<file path="config.mk">
export PLATFORM = sky130hd
export DESIGN_NAME = parity_share_arbiter
export DESIGN_NICKNAME = d
export VERILOG_FILES = /design/src/rtl/parity_pkg.sv /design/src/rtl/parity_using_assign.sv /design/src/rtl/parity_share_arbiter.sv
export SDC_FILE = /design/constraint.sdc
export NUM_CORES = 1
export LEC_CHECK = 0
export ABC_AREA = 0
export BUFFER_PORTS_ARGS = -buffer_cell sky130_fd_sc_hd__buf_4
export CAP_MARGIN = 20
export CORE_MARGIN = 2
export CORE_UTILIZATION = 55
export CTS_CLUSTER_DIAMETER = 100
export DETAILED_ROUTE_END_ITERATION = 8
export HOLD_SLACK_MARGIN = 0.05
export PLACE_DENSITY_LB_ADDON = 0.08
export SYNTH_ARGS = -nofsm -noshare
export SYNTH_HDL_FRONTEND = slang
export SYNTH_SLANG_ARGS = --single-unit
</file>
<file path="constraint.sdc">
create_clock -name clk -period 3.2 [get_ports clk]
set_input_delay 0.64 -clock clk [delete_from_list [all_inputs] [get_ports clk]]
set_output_delay 0.64 -clock clk [all_outputs]
set_load 0.02 [all_outputs]
</file>
<file path="src/rtl/parity_pkg.sv">
// Shared types and constants for the parity-sharing arbiter slice.
package parity_pkg;

  typedef enum logic [1:0] {
    IDLE = 2'd0,
    CALC = 2'd1,
    RESP = 2'd2
  } state_e;

  localparam int unsigned PARITY_W = 8;
  localparam int unsigned N_CH     = 2;

endpackage

</file>
<file path="src/rtl/parity_using_assign.sv">
// Combinational even-parity reduction over one byte; the single shared parity unit.
module parity_using_assign
  import parity_pkg::*;
(
  input  logic [PARITY_W-1:0] data_in,
  output logic                parity_out
);

  assign parity_out = ^data_in;

endmodule

</file>
<file path="src/rtl/parity_share_arbiter.sv">
// Two-channel round-robin front end sharing one parity unit, with registered
// response handshake and per-channel saturating mismatch counters.
module parity_share_arbiter
  import parity_pkg::*;
#(
  parameter bit          ODD       = 1'b0,
  parameter int unsigned ERR_CNT_W = 8
) (
  input  logic                 clk,
  input  logic                 rst_n,
  input  logic [N_CH-1:0]      req_valid,
  output logic [N_CH-1:0]      req_ready,
  input  logic [PARITY_W-1:0]  req_data0,
  input  logic [PARITY_W-1:0]  req_data1,
  input  logic [N_CH-1:0]      req_par,
  output logic                 rsp_valid,
  input  logic                 rsp_ready,
  output logic                 rsp_id,
  output logic                 rsp_parity,
  output logic                 rsp_err,
  input  logic                 clr_cnt,
  output logic [ERR_CNT_W-1:0] err_cnt0,
  output logic [ERR_CNT_W-1:0] err_cnt1
);

  state_e                state_q, state_d;
  logic                  last_id_q, last_id_d;
  logic [PARITY_W-1:0]   hold_data_q, hold_data_d;
  logic                  hold_exp_q, hold_exp_d;
  logic                  hold_id_q, hold_id_d;
  logic                  rsp_id_q, rsp_id_d;
  logic                  rsp_parity_q, rsp_parity_d;
  logic                  rsp_err_q, rsp_err_d;
  logic [ERR_CNT_W-1:0]  cnt0_q, cnt0_d;
  logic [ERR_CNT_W-1:0]  cnt1_q, cnt1_d;

  logic                  any_req;
  logic                  grant;
  logic                  par_raw;
  logic                  par_adj;

  parity_using_assign u_parity (
    .data_in    (hold_data_q),
    .parity_out (par_raw)
  );

  assign any_req = |req_valid;
  // Contested requests go to the channel that was not served last.
  assign grant   = (req_valid == 2'b11) ? ~last_id_q : req_valid[1];
  assign par_adj = par_raw ^ ODD;

  always_comb begin
    state_d      = state_q;
    last_id_d    = last_id_q;
    hold_data_d  = hold_data_q;
    hold_exp_d   = hold_exp_q;
    hold_id_d    = hold_id_q;
    rsp_id_d     = rsp_id_q;
    rsp_parity_d = rsp_parity_q;
    rsp_err_d    = rsp_err_q;
    cnt0_d       = cnt0_q;
    cnt1_d       = cnt1_q;
    req_ready    = '0;

    unique case (state_q)
      IDLE: begin
        if (any_req) begin
          req_ready   = grant ? 2'b10 : 2'b01;
          hold_data_d = grant ? req_data1 : req_data0;
          hold_exp_d  = req_par[grant];
          hold_id_d   = grant;
          state_d     = CALC;
        end
      end
      CALC: begin
        rsp_parity_d = par_adj;
        rsp_err_d    = (par_adj != hold_exp_q);
        rsp_id_d     = hold_id_q;
        state_d      = RESP;
      end
      RESP: begin
        if (rsp_ready) begin
          last_id_d = rsp_id_q;
          if (rsp_err_q) begin
            if (rsp_id_q) begin
              cnt1_d = (cnt1_q == '1) ? cnt1_q : cnt1_q + ERR_CNT_W'(1);
            end else begin
              cnt0_d = (cnt0_q == '1) ? cnt0_q : cnt0_q + ERR_CNT_W'(1);
            end
          end
          state_d = IDLE;
        end
      end
      default: state_d = IDLE;
    endcase

    // Clear wins over an increment landing on the same edge.
    if (clr_cnt) begin
      cnt0_d = '0;
      cnt1_d = '0;
    end
  end

  always_ff @(posedge clk or negedge rst_n) begin
    if (!rst_n) begin
      state_q      <= IDLE;
      last_id_q    <= 1'b1;
      hold_data_q  <= '0;
      hold_exp_q   <= 1'b0;
      hold_id_q    <= 1'b0;
      rsp_id_q     <= 1'b0;
      rsp_parity_q <= 1'b0;
      rsp_err_q    <= 1'b0;
      cnt0_q       <= '0;
      cnt1_q       <= '0;
    end else begin
      state_q      <= state_d;
      last_id_q    <= last_id_d;
      hold_data_q  <= hold_data_d;
      hold_exp_q   <= hold_exp_d;
      hold_id_q    <= hold_id_d;
      rsp_id_q     <= rsp_id_d;
      rsp_parity_q <= rsp_parity_d;
      rsp_err_q    <= rsp_err_d;
      cnt0_q       <= cnt0_d;
      cnt1_q       <= cnt1_d;
    end
  end

  assign rsp_valid  = (state_q == RESP);
  assign rsp_id     = rsp_id_q;
  assign rsp_parity = rsp_parity_q;
  assign rsp_err    = rsp_err_q;
  assign err_cnt0   = cnt0_q;
  assign err_cnt1   = cnt1_q;

endmodule

</file>
=== Word-level counts from Yosys, hierarchy flattened ===
Index checks and enable logic that the tools add are counted.

* Logic and storage cells: 59
* Bits of input ports: 24
* Output and inout port bits: 22
* Register bits: 32

* Reduce and logical (&&, ||, !) cells: 12
* Bitwise operators: 1
* Order comparisons: 1
* Equal/unequal tests: 11
* Add/sub/neg operators: 2
* Mux-type cells: 22

{| class="wikitable"
|+ Operators with widths
! cell !! count
|-
| 2-to-1 mux 8 bit || 13
|-
| adder 8 x 1 -> 8 bit, second input constant || 2
|-
| == test 8 bit, second input constant || 2
|-
| 2-to-1 mux 2 bit || 5
|-
| AND reduction 5 bit || 2
|-
| != test 2 bit, second input constant || 4
|-
| nonzero test 2 bit || 4
|-
| parity 8 bit || 1
|-
| case mux 2 bit (3 select lines) || 1
|-
| AND reduction 2 bit || 3
|-
| == test 2 bit, second input constant || 2
|-
| 2-to-1 mux 1 bit || 3
|-
| == test 2 x 1 -> 1 bit, second input constant || 1
|-
| zero test 2 bit || 1
|-
| < comparator 1 x 2 -> 1 bit, second input constant || 1
|-
| != test 2 x 1 -> 1 bit, second input constant || 1
|-
| OR reduction 2 bit || 1
|-
| != test 1 bit || 1
|-
| NOT 1 bit || 1
|}

=== Logic depth before layout (Yosys ltp) ===
* Depth in word-level cells: 7
* Gate-level depth with buffers: 6
* Gate-level depth less buffers: 5

=== Cells and area by module ===
A second synthesis with hierarchy kept.

* Cells, all modules: 162
* Area, all modules: 1635.3 µm²

{| class="wikitable"
|+ By module, submodules not included
! module !! area each (µm²) !! cells an instance !! seq. area each (µm²) !! instances
|-
| parity_share_arbiter || 1574.0 || 155 || 802.0 || 1
|-
| parity_using_assign || 61.3 || 7 || 0.0 || 1
|}

=== Worst setup path after synthesis ===
Ideal clock, no wire load.

* Kind: input to output
* Start: input port req_valid[0]
* End: output port req_ready[0]
* Path buffers: 0
* Arrival: 1.406 ns
* Data required time: 2.560 ns
* Path slack: 1.154 ns
* Cell stages on the path: 2
* Path through: nand2_1 a2111oi_4

* Word-level cells in the longest chain between the ends: 5

{| class="wikitable"
|+ RTL lines
! what !! RTL line !! text
|-
| start: declaration || parity_share_arbiter.sv:11 || <nowiki>input logic [N_CH-1:0] req_valid,</nowiki>
|-
| == test 2 bit || parity_share_arbiter.sv:49 || <nowiki>assign grant = (req_valid == 2'b11) ? ~last_id_q : req_valid[1];</nowiki>
|-
| 2-to-1 mux 1 bit || parity_share_arbiter.sv:49 ||
|-
| 2-to-1 mux 2 bit || parity_share_arbiter.sv:68 || <nowiki>req_ready = grant ? 2'b10 : 2'b01;</nowiki>
|-
| 2-to-1 mux 2 bit (*) || parity_share_arbiter.sv:67 || <nowiki>if (any_req) begin</nowiki>
|-
| 2-to-1 mux 2 bit (*) || parity_share_arbiter.sv:65 || <nowiki>unique case (state_q)</nowiki>
|-
| end: declaration || parity_share_arbiter.sv:12 || <nowiki>output logic [N_CH-1:0] req_ready,</nowiki>
|}

Every way passes the cells marked *; elsewhere a longest branch is shown, timed or not.

=== Worst setup path after layout ===
* Start: register last_id_q
* End: output port req_ready[0]

* Word-level cells in the longest chain between the ends: 5

{| class="wikitable"
|+ RTL lines
! what !! RTL line !! text
|-
| start: declaration || parity_share_arbiter.sv:27 || <nowiki>logic last_id_q, last_id_d;</nowiki>
|-
| start signal: assignment || parity_share_arbiter.sv:118 || <nowiki>last_id_q <= last_id_d;</nowiki>
|-
| NOT 1 bit || parity_share_arbiter.sv:49 ||
|-
| 2-to-1 mux 1 bit || parity_share_arbiter.sv:49 ||
|-
| 2-to-1 mux 2 bit || parity_share_arbiter.sv:68 ||
|-
| 2-to-1 mux 2 bit || parity_share_arbiter.sv:67 ||
|-
| 2-to-1 mux 2 bit || parity_share_arbiter.sv:65 ||
|}

Every way passes these cells.

==> out/qor.csv <==
metric,value,unit
status,finished clean,
first_iter_violations,100,
grt_antenna_before_repair,0,
clockBufferDepth,2,
rr_startpoint,state_q[0],
postCtsHoldBufs,0,
die_x,58.0,um
multiInputGateArea,747,um2
syn_area,1600,um2
drc,0,
syn_avg_cell_area,9.96,um2
critPathRequiredTime,2.56,ns
totalPowerFinal,1.61,mW
die_y,58.0,um
relSlewSlack,56.9,%
p_sw_share,34.8,%
firstDrtPassIters,6,
synth_edf_count,0,
antennaDiodeCount,0,
fin_nets,234,
crit_path_max_incr_delay,0.67,ns
insertion_delay,0.34,ns
ys_seq_elements,32,
fmax,393,MHz
numCtsBuffers,5,
drv_slew,0,
worstMarginPinSlew,0.646,ns
grt_max_degree,33,
cts_sinks,32,
hp-class,in2async,
final_antenna_net_count,0,
post_cts.repair.setup_buffers,0,
post_drt_wl_per_cell,14.1,um
critPathLaunch,last_id_q,
die_area,3360,um2
ir_worst_vdd,1.00,mV
syn_inst,161,
p_int,1.05,mW
yosys.area.top_type,dfrtp_1,
final_util,74.4,%
port_buffers,45,
grt_pass1_wl,5590,um
yosysSeqAreaShare,50.0,%
setup_tns,0,ns
critPathMaxFanout,10,
drv_cap,0,
drive_above_1_share,29.7,%
crit_path_top_delay_cell,a2111oi_4,
grt_pass1_vias,1242,
dp.cells,232,
fin_crit,2.55,ns
grt.total_usage,22.2,%
finalInstanceArea,2050,um2
pwr-share-clk,21.4,%
p_seq_share,37.1,%
arrival,1.91,ns
async_flop_share,100,%
start_util,58.1,%
synth_fp_nets,187,
core,2760,um2
fill_cells,207,
drt-total-wl,3390,um
hold_viol_final,0,
overflow,0,
setup_viol,0,
min_period_over_period,79.6,%
leakagePower,0.978,nW
combPwrFrac,41.5,%
clock_skew,0.00331,ns
synth-main-ff-cell,dfrtp_1,
p_per_area,787,nW/um2
cts_resized,0,
switching_power,0.562,mW
clkTransAtPathRegs,0.10,ns
htree_levels,2,
area_growth,27.9,%
post-dp-hpwl,2460,um
cts_tree,done,
vias,1395,
r2r_setup_slack,1.33,ns
place.gp.congestion,0.847,
cp_cell_sequence,"nand2_1, a2111oi_4, buf_4",
netlist.area_leader.share,48.4,%
row_count,19,
io_pins,46,
start_kind,flop,
cp-end-kind,output port,
seq_area,802,um2
synth_cell_types,34,
yosys_warnings,0,
synth_area_leaders,"dfrtp_1 48%, nand2_1 6.6%, a22oi_1 4.2%",
root_buffer,clkbuf_4,
final_cells,240,
crit_type,reg2out,
rsz0062_at_grt,false,
dpl_cell_area,1960,um2
via_per_inst,5.81,
[kinds of logic after synthesis]
logic type / share of synthesized area (%)
and+or+nand+nor: 19.1
AOI/OAI and AO/OA: 17.6
DFF: 50.0
buffers and inverters: 3.36
xor gates and xnor gates: 6.32
muxes: 1.95
adders and majority gates: 1.56
[synthesized netlist by cell type (2+ instances only)]
library cell,instances
a21oi_1,11
dfrtp_1,31
xnor2_1,7
xor2_1,2
ha_1,2
inv_1,6
nand3_1,7
or4_1,5
mux2i_1,2
nor2_1,6
a22oi_1,9
or3_1,5
clkbuf_1,3
and3_1,2
o21ai_0,11
o211ai_2,2
nand2_1,28
o31ai_1,5
nand4_1,2
[sequential cells by signal, indices dropped and copies added, names as in the netlist]
name	cells
err_cnt0	8
err_cnt1	8
hold_data_q	8
hold_exp_q	1
hold_id_q	1
last_id_q	1
rsp_err	1
rsp_id	1
rsp_parity	1
state_q	2
[layout by cell type, fill, tap and decap left out, types with 2 or more instances in the layout]
| master | Yosys | routed |
|---|---|---|
| buf_4 | 0 | 46 |
| dfrtp_1 | 31 | 31 |
| nand2_1 | 28 | 28 |
| o21ai_0 | 11 | 11 |
| a21oi_1 | 11 | 11 |
| a22oi_1 | 9 | 9 |
| nand3_1 | 7 | 7 |
| xnor2_1 | 7 | 7 |
| nor2_1 | 6 | 6 |
| inv_1 | 6 | 6 |
| o31ai_1 | 5 | 5 |
| or4_1 | 5 | 5 |
| or3_1 | 5 | 5 |
| clkbuf_4 | 0 | 5 |
| and3_1 | 2 | 2 |
| nand4_1 | 2 | 2 |
| o211ai_2 | 2 | 2 |
| mux2i_1 | 2 | 2 |
| xor2_1 | 2 | 2 |
| ha_1 | 2 | 2 |
| clkbuf_8 | 0 | 2 |
[layer usage]
metal,up-vias,part of all wire [%],wire (um),track usage [%]
met5,-,0,0,0
met4,0,2.4,83,11.0
met3,9,5.6,191,4.69
met2,53,48,1640,34.9
met1,664,44,1480,29.4
li1,669,-,-,-
[power groups by stage]
stage	Clock, mW	Combinational [mW]	Sequential [mW]
4_1_cts	0.353	0.675	0.597
6_report	0.346	0.670	0.598
3_3_place_gp	0	0.630	0.596
3_5_place_dp	0	0.656	0.607
2_1_floorplan	0	0.463	0.613
5_1_grt	0.371	0.734	0.608
[worst paths after layout]
path                             endpoint  cells past startpoint
hold / removal                err_cnt1[1]                      1
setup reg to reg              err_cnt1[7]                      4
max in group asynchronous       last_id_q                      1
min in group clk           hold_data_q[7]                      2
hold reg to reg            hold_data_q[7]                      2
setup / recovery             req_ready[0]                      3
[worst max-delay path: cells and delay by family (launching register included)]
| kind | cells | cell delay [ns] |
|---|---|---|
| compound gates | 1 | 0.67 |
| buf+inv | 1 | 0.26 |
| simple gates | 1 | 0.09 |
| flops | 1 | 0.54 |
[area by class of cell]
cell class	count	share of cell area (%)
Clock inverter	1	1.46
Inverter	6	1.10
Timing Repair Buffer	46	16.8
Multi-Input combinational cell	117	36.4
Sequential cell	32	39.1
Tap cell	31	1.89
Clock buffer	7	3.17
[stage by stage]
step	worst slack [ns]	hold slack [ns]
floorplan	1.15	0.344
global placement	0.877	0.451
detailed placement	0.810	0.478
CTS	0.643	0.224
global route	0.556	0.237
finish	0.653	0.219
(Power assumes the default switching activity.)
